`src/rtl/lfa_adc_sampler_if.sv`:
```
// SPI bus between the LFA sampler (master) and the ADC128S022 (slave).
interface lfa_adc_sampler_if;
    logic adc_cs_n;
    logic adc_sck;
    logic adc_din;
    logic adc_dout;

    modport master (
        output adc_cs_n,
        output adc_sck,
        output adc_din,
        input  adc_dout
    );

    modport slave (
        input  adc_cs_n,
        input  adc_sck,
        input  adc_din,
        output adc_dout
    );
endinterface

```
`src/rtl/lfa_adc_sampler.sv`:
```
// Line-follower-array sampler: drives the ADC128S022 over SPI at clk/2,
// walks the left/middle/right channels in turn and publishes all three
// 12-bit readings together with a one-cycle sample_valid strobe.
// The ADC returns the conversion of the channel addressed in the previous
// frame, so the word shifted in during a frame belongs to the previous slot.
// The first frame after reset or restart only primes the ADC and is dropped.
module lfa_adc_sampler #(
    parameter logic [2:0] CH_LEFT   = 3'd3,
    parameter logic [2:0] CH_MIDDLE = 3'd2,
    parameter logic [2:0] CH_RIGHT  = 3'd1,
    parameter int         CS_GAP    = 2
) (
    input  logic                     clk_3125KHz,
    input  logic                     rst_n,
    input  logic                     enable,
    lfa_adc_sampler_if.master        adc,
    output logic [11:0]              left,
    output logic [11:0]              middle,
    output logic [11:0]              right,
    output logic                     sample_valid,
    output logic                     busy
);

    // The counter walks 32 shift phases and the CS gap, whichever is longer.
    localparam int CNT_W = (CS_GAP > 32) ? $clog2(CS_GAP) : 5;
    localparam logic [CNT_W-1:0] SHIFT_LAST = CNT_W'(31);
    localparam logic [CNT_W-1:0] GAP_LAST   = CNT_W'(CS_GAP - 1);

    typedef enum logic [1:0] {
        IDLE  = 2'd0,
        START = 2'd1,
        SHIFT = 2'd2,
        GAP   = 2'd3
    } state_t;

    typedef enum logic [1:0] {
        SLOT_LEFT   = 2'd0,
        SLOT_MIDDLE = 2'd1,
        SLOT_RIGHT  = 2'd2
    } slot_t;

    state_t           state;
    state_t           state_next;
    logic [CNT_W-1:0] cnt;

    slot_t            slot;
    slot_t            data_slot;
    logic             data_live;
    logic             have_left;
    logic             have_middle;

    logic [11:0]      shift_reg;
    logic [11:0]      shadow_left;
    logic [11:0]      shadow_middle;
    logic [11:0]      word;

    logic             cs_q;
    logic             sck_q;
    logic             din_q;
    logic             cs_next;
    logic             sck_next;
    logic             din_next;

    logic [2:0]       chan;
    logic [3:0]       bit_idx;
    logic             capture;
    logic             word_done;
    logic             frame_end;

    assign adc.adc_cs_n = cs_q;
    assign adc.adc_sck  = sck_q;
    assign adc.adc_din  = din_q;

    assign busy    = (state != IDLE);
    assign bit_idx = cnt[4:1];
    assign word    = {shift_reg[10:0], adc.adc_dout};

    // Channel address of the slot being addressed in the current frame.
    always_comb begin
        chan = CH_LEFT;
        case (slot)
            SLOT_MIDDLE: chan = CH_MIDDLE;
            SLOT_RIGHT:  chan = CH_RIGHT;
            default:     chan = CH_LEFT;
        endcase
    end

    // Next state plus next SPI pin levels and the frame event strobes.
    always_comb begin
        state_next = state;
        cs_next    = cs_q;
        sck_next   = sck_q;
        din_next   = din_q;
        capture    = 1'b0;
        word_done  = 1'b0;
        frame_end  = 1'b0;
        case (state)
            IDLE: begin
                cs_next  = 1'b1;
                sck_next = 1'b1;
                if (enable) begin
                    state_next = START;
                end
            end
            START: begin
                cs_next    = 1'b0;
                state_next = SHIFT;
            end
            SHIFT: begin
                if (!cnt[0]) begin
                    sck_next = 1'b0;
                    case (bit_idx)
                        4'd2:    din_next = chan[2];
                        4'd3:    din_next = chan[1];
                        4'd4:    din_next = chan[0];
                        default: din_next = 1'b0;
                    endcase
                end else begin
                    sck_next  = 1'b1;
                    capture   = (bit_idx >= 4'd4);
                    word_done = (cnt == SHIFT_LAST);
                end
                if (cnt == SHIFT_LAST) begin
                    state_next = GAP;
                end
            end
            GAP: begin
                cs_next  = 1'b1;
                sck_next = 1'b1;
                if (cnt == GAP_LAST) begin
                    frame_end  = 1'b1;
                    state_next = enable ? START : IDLE;
                end
            end
            default: begin
                state_next = IDLE;
            end
        endcase
    end

    // State register and the phase counter, which restarts on every state change.
    always_ff @(posedge clk_3125KHz or negedge rst_n) begin
        if (!rst_n) begin
            state <= IDLE;
            cnt   <= '0;
        end else begin
            state <= state_next;
            if ((state_next != state) || (state == IDLE)) begin
                cnt <= '0;
            end else begin
                cnt <= cnt + CNT_W'(1);
            end
        end
    end

    // Registered SPI pins so the ADC sees glitch-free edges.
    always_ff @(posedge clk_3125KHz or negedge rst_n) begin
        if (!rst_n) begin
            cs_q  <= 1'b1;
            sck_q <= 1'b1;
            din_q <= 1'b0;
        end else begin
            cs_q  <= cs_next;
            sck_q <= sck_next;
            din_q <= din_next;
        end
    end

    // Shift in conversion bits, file each finished word by slot, publish on right.
    always_ff @(posedge clk_3125KHz or negedge rst_n) begin
        if (!rst_n) begin
            shift_reg     <= '0;
            shadow_left   <= '0;
            shadow_middle <= '0;
            have_left     <= 1'b0;
            have_middle   <= 1'b0;
            left          <= '0;
            middle        <= '0;
            right         <= '0;
            sample_valid  <= 1'b0;
            slot          <= SLOT_LEFT;
            data_slot     <= SLOT_LEFT;
            data_live     <= 1'b0;
        end else begin
            sample_valid <= 1'b0;
            if (capture) begin
                shift_reg <= word;
            end
            if (word_done && data_live) begin
                case (data_slot)
                    SLOT_LEFT: begin
                        shadow_left <= word;
                        have_left   <= 1'b1;
                    end
                    SLOT_MIDDLE: begin
                        shadow_middle <= word;
                        have_middle   <= 1'b1;
                    end
                    SLOT_RIGHT: begin
                        if (have_left && have_middle) begin
                            left         <= shadow_left;
                            middle       <= shadow_middle;
                            right        <= word;
                            sample_valid <= 1'b1;
                        end
                        have_left   <= 1'b0;
                        have_middle <= 1'b0;
                    end
                    default: begin
                        have_left   <= 1'b0;
                        have_middle <= 1'b0;
                    end
                endcase
            end
            if (frame_end) begin
                if (enable) begin
                    data_slot <= slot;
                    data_live <= 1'b1;
                    case (slot)
                        SLOT_LEFT:   slot <= SLOT_MIDDLE;
                        SLOT_MIDDLE: slot <= SLOT_RIGHT;
                        default:     slot <= SLOT_LEFT;
                    endcase
                end else begin
                    slot        <= SLOT_LEFT;
                    data_live   <= 1'b0;
                    have_left   <= 1'b0;
                    have_middle <= 1'b0;
                end
            end
        end
    end

endmodule

```
`src/flat_wrapper.sv`:
```
// flat-port wrapper written by rule: the top's interface ports become plain ports
module lfa_adc_sampler_flat 
#(
    parameter logic [2:0] CH_LEFT   = 3'd3,
    parameter logic [2:0] CH_MIDDLE = 3'd2,
    parameter logic [2:0] CH_RIGHT  = 3'd1,
    parameter int         CS_GAP    = 2
)
  (clk_3125KHz, rst_n, enable, left, middle, right, sample_valid, busy, adc_adc_cs_n, adc_adc_sck, adc_adc_din, adc_adc_dout);
  lfa_adc_sampler_if adc_i ();
  input  logic clk_3125KHz;
  input  logic rst_n;
  input  logic enable;
  output logic [11:0] left;
  output logic [11:0] middle;
  output logic [11:0] right;
  output logic sample_valid;
  output logic busy;
  output wire logic [$bits(adc_i.adc_cs_n)-1:0] adc_adc_cs_n;
  output wire logic [$bits(adc_i.adc_sck)-1:0] adc_adc_sck;
  output wire logic [$bits(adc_i.adc_din)-1:0] adc_adc_din;
  input wire logic [$bits(adc_i.adc_dout)-1:0] adc_adc_dout;
  assign adc_adc_cs_n = adc_i.adc_cs_n;
  assign adc_adc_sck = adc_i.adc_sck;
  assign adc_adc_din = adc_i.adc_din;
  assign adc_i.adc_dout = adc_adc_dout;
  lfa_adc_sampler #(.CH_LEFT(CH_LEFT), .CH_MIDDLE(CH_MIDDLE), .CH_RIGHT(CH_RIGHT), .CS_GAP(CS_GAP)) u_core (.clk_3125KHz(clk_3125KHz), .rst_n(rst_n), .enable(enable), .adc(adc_i), .left(left), .middle(middle), .right(right), .sample_valid(sample_valid), .busy(busy));
endmodule
```
`config.mk`:
```
export PLATFORM = sky130hd
export DESIGN_NAME = lfa_adc_sampler_flat
export DESIGN_NICKNAME = d
export VERILOG_FILES = /design/src/rtl/lfa_adc_sampler_if.sv /design/src/rtl/lfa_adc_sampler.sv /design/src/flat_wrapper.sv
export SDC_FILE = /design/constraint.sdc
export NUM_CORES = 1
export LEC_CHECK = 0
export ABC_AREA = 1
export CAP_MARGIN = 15
export CORE_AREA = 4 4 105 97
export DETAILED_ROUTE_END_ITERATION = 10
export DIE_AREA = 0 0 109 101
export SETUP_SLACK_MARGIN = 0.2
export SYNTH_ARGS = -nofsm -noshare
export SYNTH_HDL_FRONTEND = slang
export SYNTH_SLANG_ARGS = --single-unit
```
`constraint.sdc`:
```
create_clock -name clk_3125KHz -period 2.55 [get_ports clk_3125KHz]
set_clock_uncertainty 0.05 [all_clocks]
set_input_delay 0.6375 -clock clk_3125KHz [delete_from_list [all_inputs] [get_ports clk_3125KHz]]
set_output_delay 0.6375 -clock clk_3125KHz [all_outputs]
set_load 0.03 [all_outputs]
```
; ---- Yosys cells after proc, flatten, opt, wreduce, memory -nomap -nowiden
; Index checks and enable logic that the tools add are counted.
[op_classes]
n_addsub = 1
magnitude_cmp = 1
n_eq_ne = 13
muxes = 31
n_bitwise = 1
n_reduce_logical = 15
[op_table]
columns = operator, n
row1 = $mux W1, 18
row2 = $eq A2 B2 Y1 const B, 4
row3 = $eq A4 B2 Y1 const B, 2
row4 = $mux W2, 4
row5 = $pmux W1 S2, 4
row6 = $pmux W2 S2, 2
row7 = $pmux W2 S4, 1
row8 = $reduce_and A2 Y1, 4
row9 = $eq A2 B1 Y1 const B, 3
row10 = $logic_not A2 Y1, 3
row11 = $reduce_bool A2 Y1, 3
row12 = $add A5 B1 Y5 const B, 1
row13 = $eq A5 B1 Y1 const B, 1
row14 = $eq A5 B5 Y1 const B, 1
row15 = $mux W5, 1
row16 = $eq A4 B3 Y1 const B, 1
row17 = $ge A4 B3 Y1 const B, 1
row18 = $pmux W1 S3, 1
row19 = $reduce_and A3 Y1, 1
row20 = $logic_and A1 B1 Y1, 2
row21 = $ne A2 B2 Y1, 1
row22 = $reduce_or A2 Y1, 1
row23 = $logic_or A1 B1 Y1, 1
row24 = $not A1 Y1, 1
[word_totals]
regBits = 89
input_bits = 4
output_inout_bits = 41
word_cells = 79

; ---- Depth between registers and ports, before layout
[logic_depth]
word_depth = 7
ltp_mapped = 10
depth_no_buf = 10

; ---- Worst setup path after synthesis
; OpenSTA, ideal clock, no wires.
[synth_path]
path_type = register to register
startpoint = register u_core.cnt[0]
endpoint = register u_core.shadow_middle[10]
setup_ns = 0.121
t_arrival_ns = 1.662
path_slack_ns = 0.716
stages_incl_launch_ff = 11
period_less_slack_ns = 1.834
cell_sequence = dfrtp_1 ha_1 and3_1 ha_1 inv_1 nor3_2 buf_4 nand2_2 buf_2 nand2_1 o21ai_1
[synth_between]
elab_chain_cells = 5
[synth_rtl]
columns = element, line
row1 = from (decl), lfa_adc_sampler.sv:44  ; logic [CNT_W-1:0] cnt;
row2 = from (signal assigned), lfa_adc_sampler.sv:151  ; cnt <= cnt + CNT_W'(1);
row3 = $eq A5 B5 Y1, lfa_adc_sampler.sv:121  ; word_done = (cnt == SHIFT_LAST);
row4 = $mux W1 *, lfa_adc_sampler.sv:110  ; if (!cnt[0]) begin
row5 = $mux W1 *, lfa_adc_sampler.sv:97  ; case (state)
row6 = $logic_and A1 B1 Y1 *, lfa_adc_sampler.sv:189  ; if (word_done && data_live) begin
row7 = $reduce_and A2 Y1 (no line) *, n/a
row8 = to (signal assigned), lfa_adc_sampler.sv:196  ; shadow_middle <= word;
row9 = to (decl), lfa_adc_sampler.sv:54  ; logic [11:0] shadow_middle;
; Mark *: on every way between the ends. The rest lies on a longest branch, timed or not.
; A chain may end at the register's enable or synchronous reset.

; ---- Worst setup path after layout
[layout_path]
startpoint = register u_core.state[0]
endpoint = output port busy
[layout_between]
elab_chain_cells = 1
[layout_rtl]
columns = element, line
row1 = from (decl), lfa_adc_sampler.sv:42  ; state_t state;
row2 = from (signal assigned), lfa_adc_sampler.sv:147  ; state <= state_next;
row3 = $reduce_bool A2 Y1, lfa_adc_sampler.sv:74  ; assign busy = (state != IDLE);
row4 = to (decl), flat_wrapper.sv:18  ; output logic busy;
; No other way between the ends.

==> summary.txt <==
Status
  • Status: complete, no violations

Critical path
  • Cell count of the worst reg-to-reg path: 9
  • CP max stage cell: dfrtp_1
  • Worst Path Arrival: around 1600 ps
  • Most frequent CP cell: inv_1
  • Critical Path Start Type: flip-flop
  • R2R Setup Slk: 480 ps
  • Crit-path max FO: 8
  • Reg-to-reg startpoint: u_core.cnt[0]$_DFF_PN0_
  • Reg-to-Reg End: u_core.right[3]$_DFFE_PN0P_
  • Req. time, crit path: 1860 ps
  • Crit Path Category: reg -> out
  • Critical path's largest stage delay: about 410 ps
  • CP Cell Sequence: inv_1 -> ha_1 -> inv_1 -> clkdlybuf4s15_1
  • CP endpoint kind: output port

GRT
  • Vias in the first global route: between 2k and 3k
  • Largest net degree at the start of global routing: 45
  • Grt total ovfl: 0
  • First-pass GRT wire length: 12700 um
  • GRT Overall Usage: between 10 and 15%
  • Initial antenna violation count: 0

Synth
  • Sequential cell area fraction in the yosys report: roughly 62%
  • Synth Net Count: slightly below 400
  • Commonest cells post-synth: nand2_1 (110), dfrtp_1 (87), o21ai_0 (42)
  • Area fraction of the dominant cell type after synthesis: about three fifths
  • Post-Syn Area: about 3600 um2
  • FF+latch count, synth: 89
  • Syn. warnings: 0
  • Synth Flop Type: dfrtp_1
  • Avg Cell Area, Syn: about 9.5 um2
  • Area contributors post-synth: dfrtp_1 (61%), nand2_1 (12%), o21ai_0 (5.9%)
  • Post-synth ARST share: 100%
  • Area leader, netlist: dfrtp_1
  • Gate Count Post-Synth: 375
  • Number of flops mapped to enable cells by yosys: 0
  • Top-count cell post-synth: nand2_1
  • Post-synth cell types: 30

Clocking
  • CTS Buf Count: 9
  • H-tree Lvls: 3
  • CTS tree: built
  • Latest clock arrival within the worst-skew pair: 350 ps
  • Reg clk slew, reported paths: 80 ps
  • Post-CTS Setup Bufs: 0
  • CTS Sinks: a little under 90
  • CTS Root Buffer Type: clkbuf_8
  • Hold Buf Count CTS: 0
  • CTS Buffer Depth: 2

STA
  • RSZ-0062 raised after global routing: false
  • Final Critical Period: ~2200 ps
  • Final Cycle Share: between 80 and 90%
  • Final Setup Violations: 0
  • Highest Clock Rate: around 0.44 GHz
  • Slew headroom: around 64%
  • Worst-Margin Slew: between 500 and 600 ps
  • Max-slew violation total from the final report: 0
  • Post-Route Setup TNS: 0 ps
  • Final Hold Viols: 0
  • WHS: 212 ps

Routing
  • WL final: slightly above 7000 um
  • Routed wire length per instance: about 13 um
  • DRC: 0
  • DR iter-0 viols: roughly 110
  • Pre-Repair DR Iteration Count: 4
  • Via density: approximately 4.7
  • Post-DRT Antenna Nets: 0
  • DR vias: roughly 2.6k

Final layout
  • Area Overhead vs Synth: 21.4%
  • Nets@finish: between 400 and 500
  • Fillers: approximately 850
  • Antenna Cells: 0
  • Share of layout cells above drive strength 1: under 10%

Job
  • Max-Cap Viols: 0

Die
  • # rows: 33
  • Die Y: about 100 um
  • Initial Util: between 30% and 40%
  • Die width: roughly 110 um
  • Core box area: approximately 9000 um2
  • Num ports: 45
  • Die Area: 11000 um2

Placement
  • Placer congestion estimate: between 0.7 and 0.8
  • Post-DP HPWL: about 4900 um
  • Port Buffers: 44

Power and ir drop
  • Worst vdd ir: ~530 uV
  • Lkg Pwr: 2.07 nW
  • Pwr dens: between 700 and 800 nW/um2

Min path
  • Hold/Removal Path Class: in -> async
## layout make-up
type	instances	area, um2	share of cell area [%]
Sequential cell	89	2230	51.3
Multi-Input combinational cell	240	1160	26.6
Timing Repair Buffer	52	514	11.8
Tap cell	122	153	3.51
Clock buffer	11	141	3.25
Inverter	30	113	2.59
Clock inverter	5	37.5	0.864
## how the worst max path moves through the flow
stage / from / endpoint / depth (start not counted)
final: u_core.state[0]$_DFF_PN0_ / busy / 4
after global routing: u_core.state[0]$_DFF_PN0_ / busy / 4
after CTS: u_core.state[0]$_DFF_PN0_ / busy / 4
after detailed placement: u_core.state[0]$_DFF_PN0_ / busy / 4
after global placement: u_core.state[0]$_DFF_PN0_ / busy / 4
after floorplan: u_core.cnt[0]$_DFF_PN0_ / u_core.shadow_middle[10]$_DFFE_PN0P_ / 10
## cells in the final DEF, fill, tap and decap left out, drive strengths merged
cell / n
a21oi: 5
a22oi: 1
a31oi: 1
and3: 1
buf: 9
clkbuf: 11
clkdlybuf4s15: 1
clkdlybuf4s50: 42
clkinv: 1
clkinvlp: 2
dfrtp: 87
dfstp: 2
ha: 9
inv: 32
nand2: 111
nand3: 28
nand4: 2
nor2: 18
nor3: 3
nor4: 1
o2111ai: 1
o21ai: 54
o22ai: 1
o31ai: 1
or2: 1
xnor2: 1
xor2: 1
## logic make-up after synthesis
kind of cell    Yosys count  share of synthesized area, %
compound gates           64                          9.27
xor+xnor                  2                         0.490
fa+ha+maj                 9                          3.15
buf+inv                  46                          5.52
flops                    89                          62.3
simple gates            165                          19.3
## per-stage QoR
stage	cell area [um2]	utilization [%]	cells	total power, mW	worst slack (ps)
3_5_place_dp	4160	46.0	533	2.25	377
6_report	4340	48.0	549	3.09	302
4_1_cts	4330	47.9	549	3.13	251
3_3_place_gp	4160	46.0	533	2.23	405
5_1_grt	4340	48.0	549	3.31	221
2_1_floorplan	3580	-	375	2.03	716
## timing repair
action,4_1_cts,5_1_grt
resized for setup,1,3
endpoints found under the setup margin,1,3
cloned,0,0
## metal layers
metal | track usage, % | share of wire [%] | up-vias
li1 | - | - | 1304
met1 | 20.6 | 50 | 1242
met2 | 21.3 | 43 | 55
met3 | 4.68 | 5.7 | 5
met4 | 5.15 | 0.97 | 0
met5 | 0 | 0 | -
## where the power goes
group          internal, mW  switching (mW)
Sequential             1.52          0.0868
Clock                 0.386           0.494
Combinational         0.209           0.393
## critical path: cells and delay by family, from the launching register on
family	cells	cell delay, ps
buffers and inverters	3	580
adders and majority gates	1	220
DFF	1	410
No activity file was read; power rests on OpenSTA's default activity.
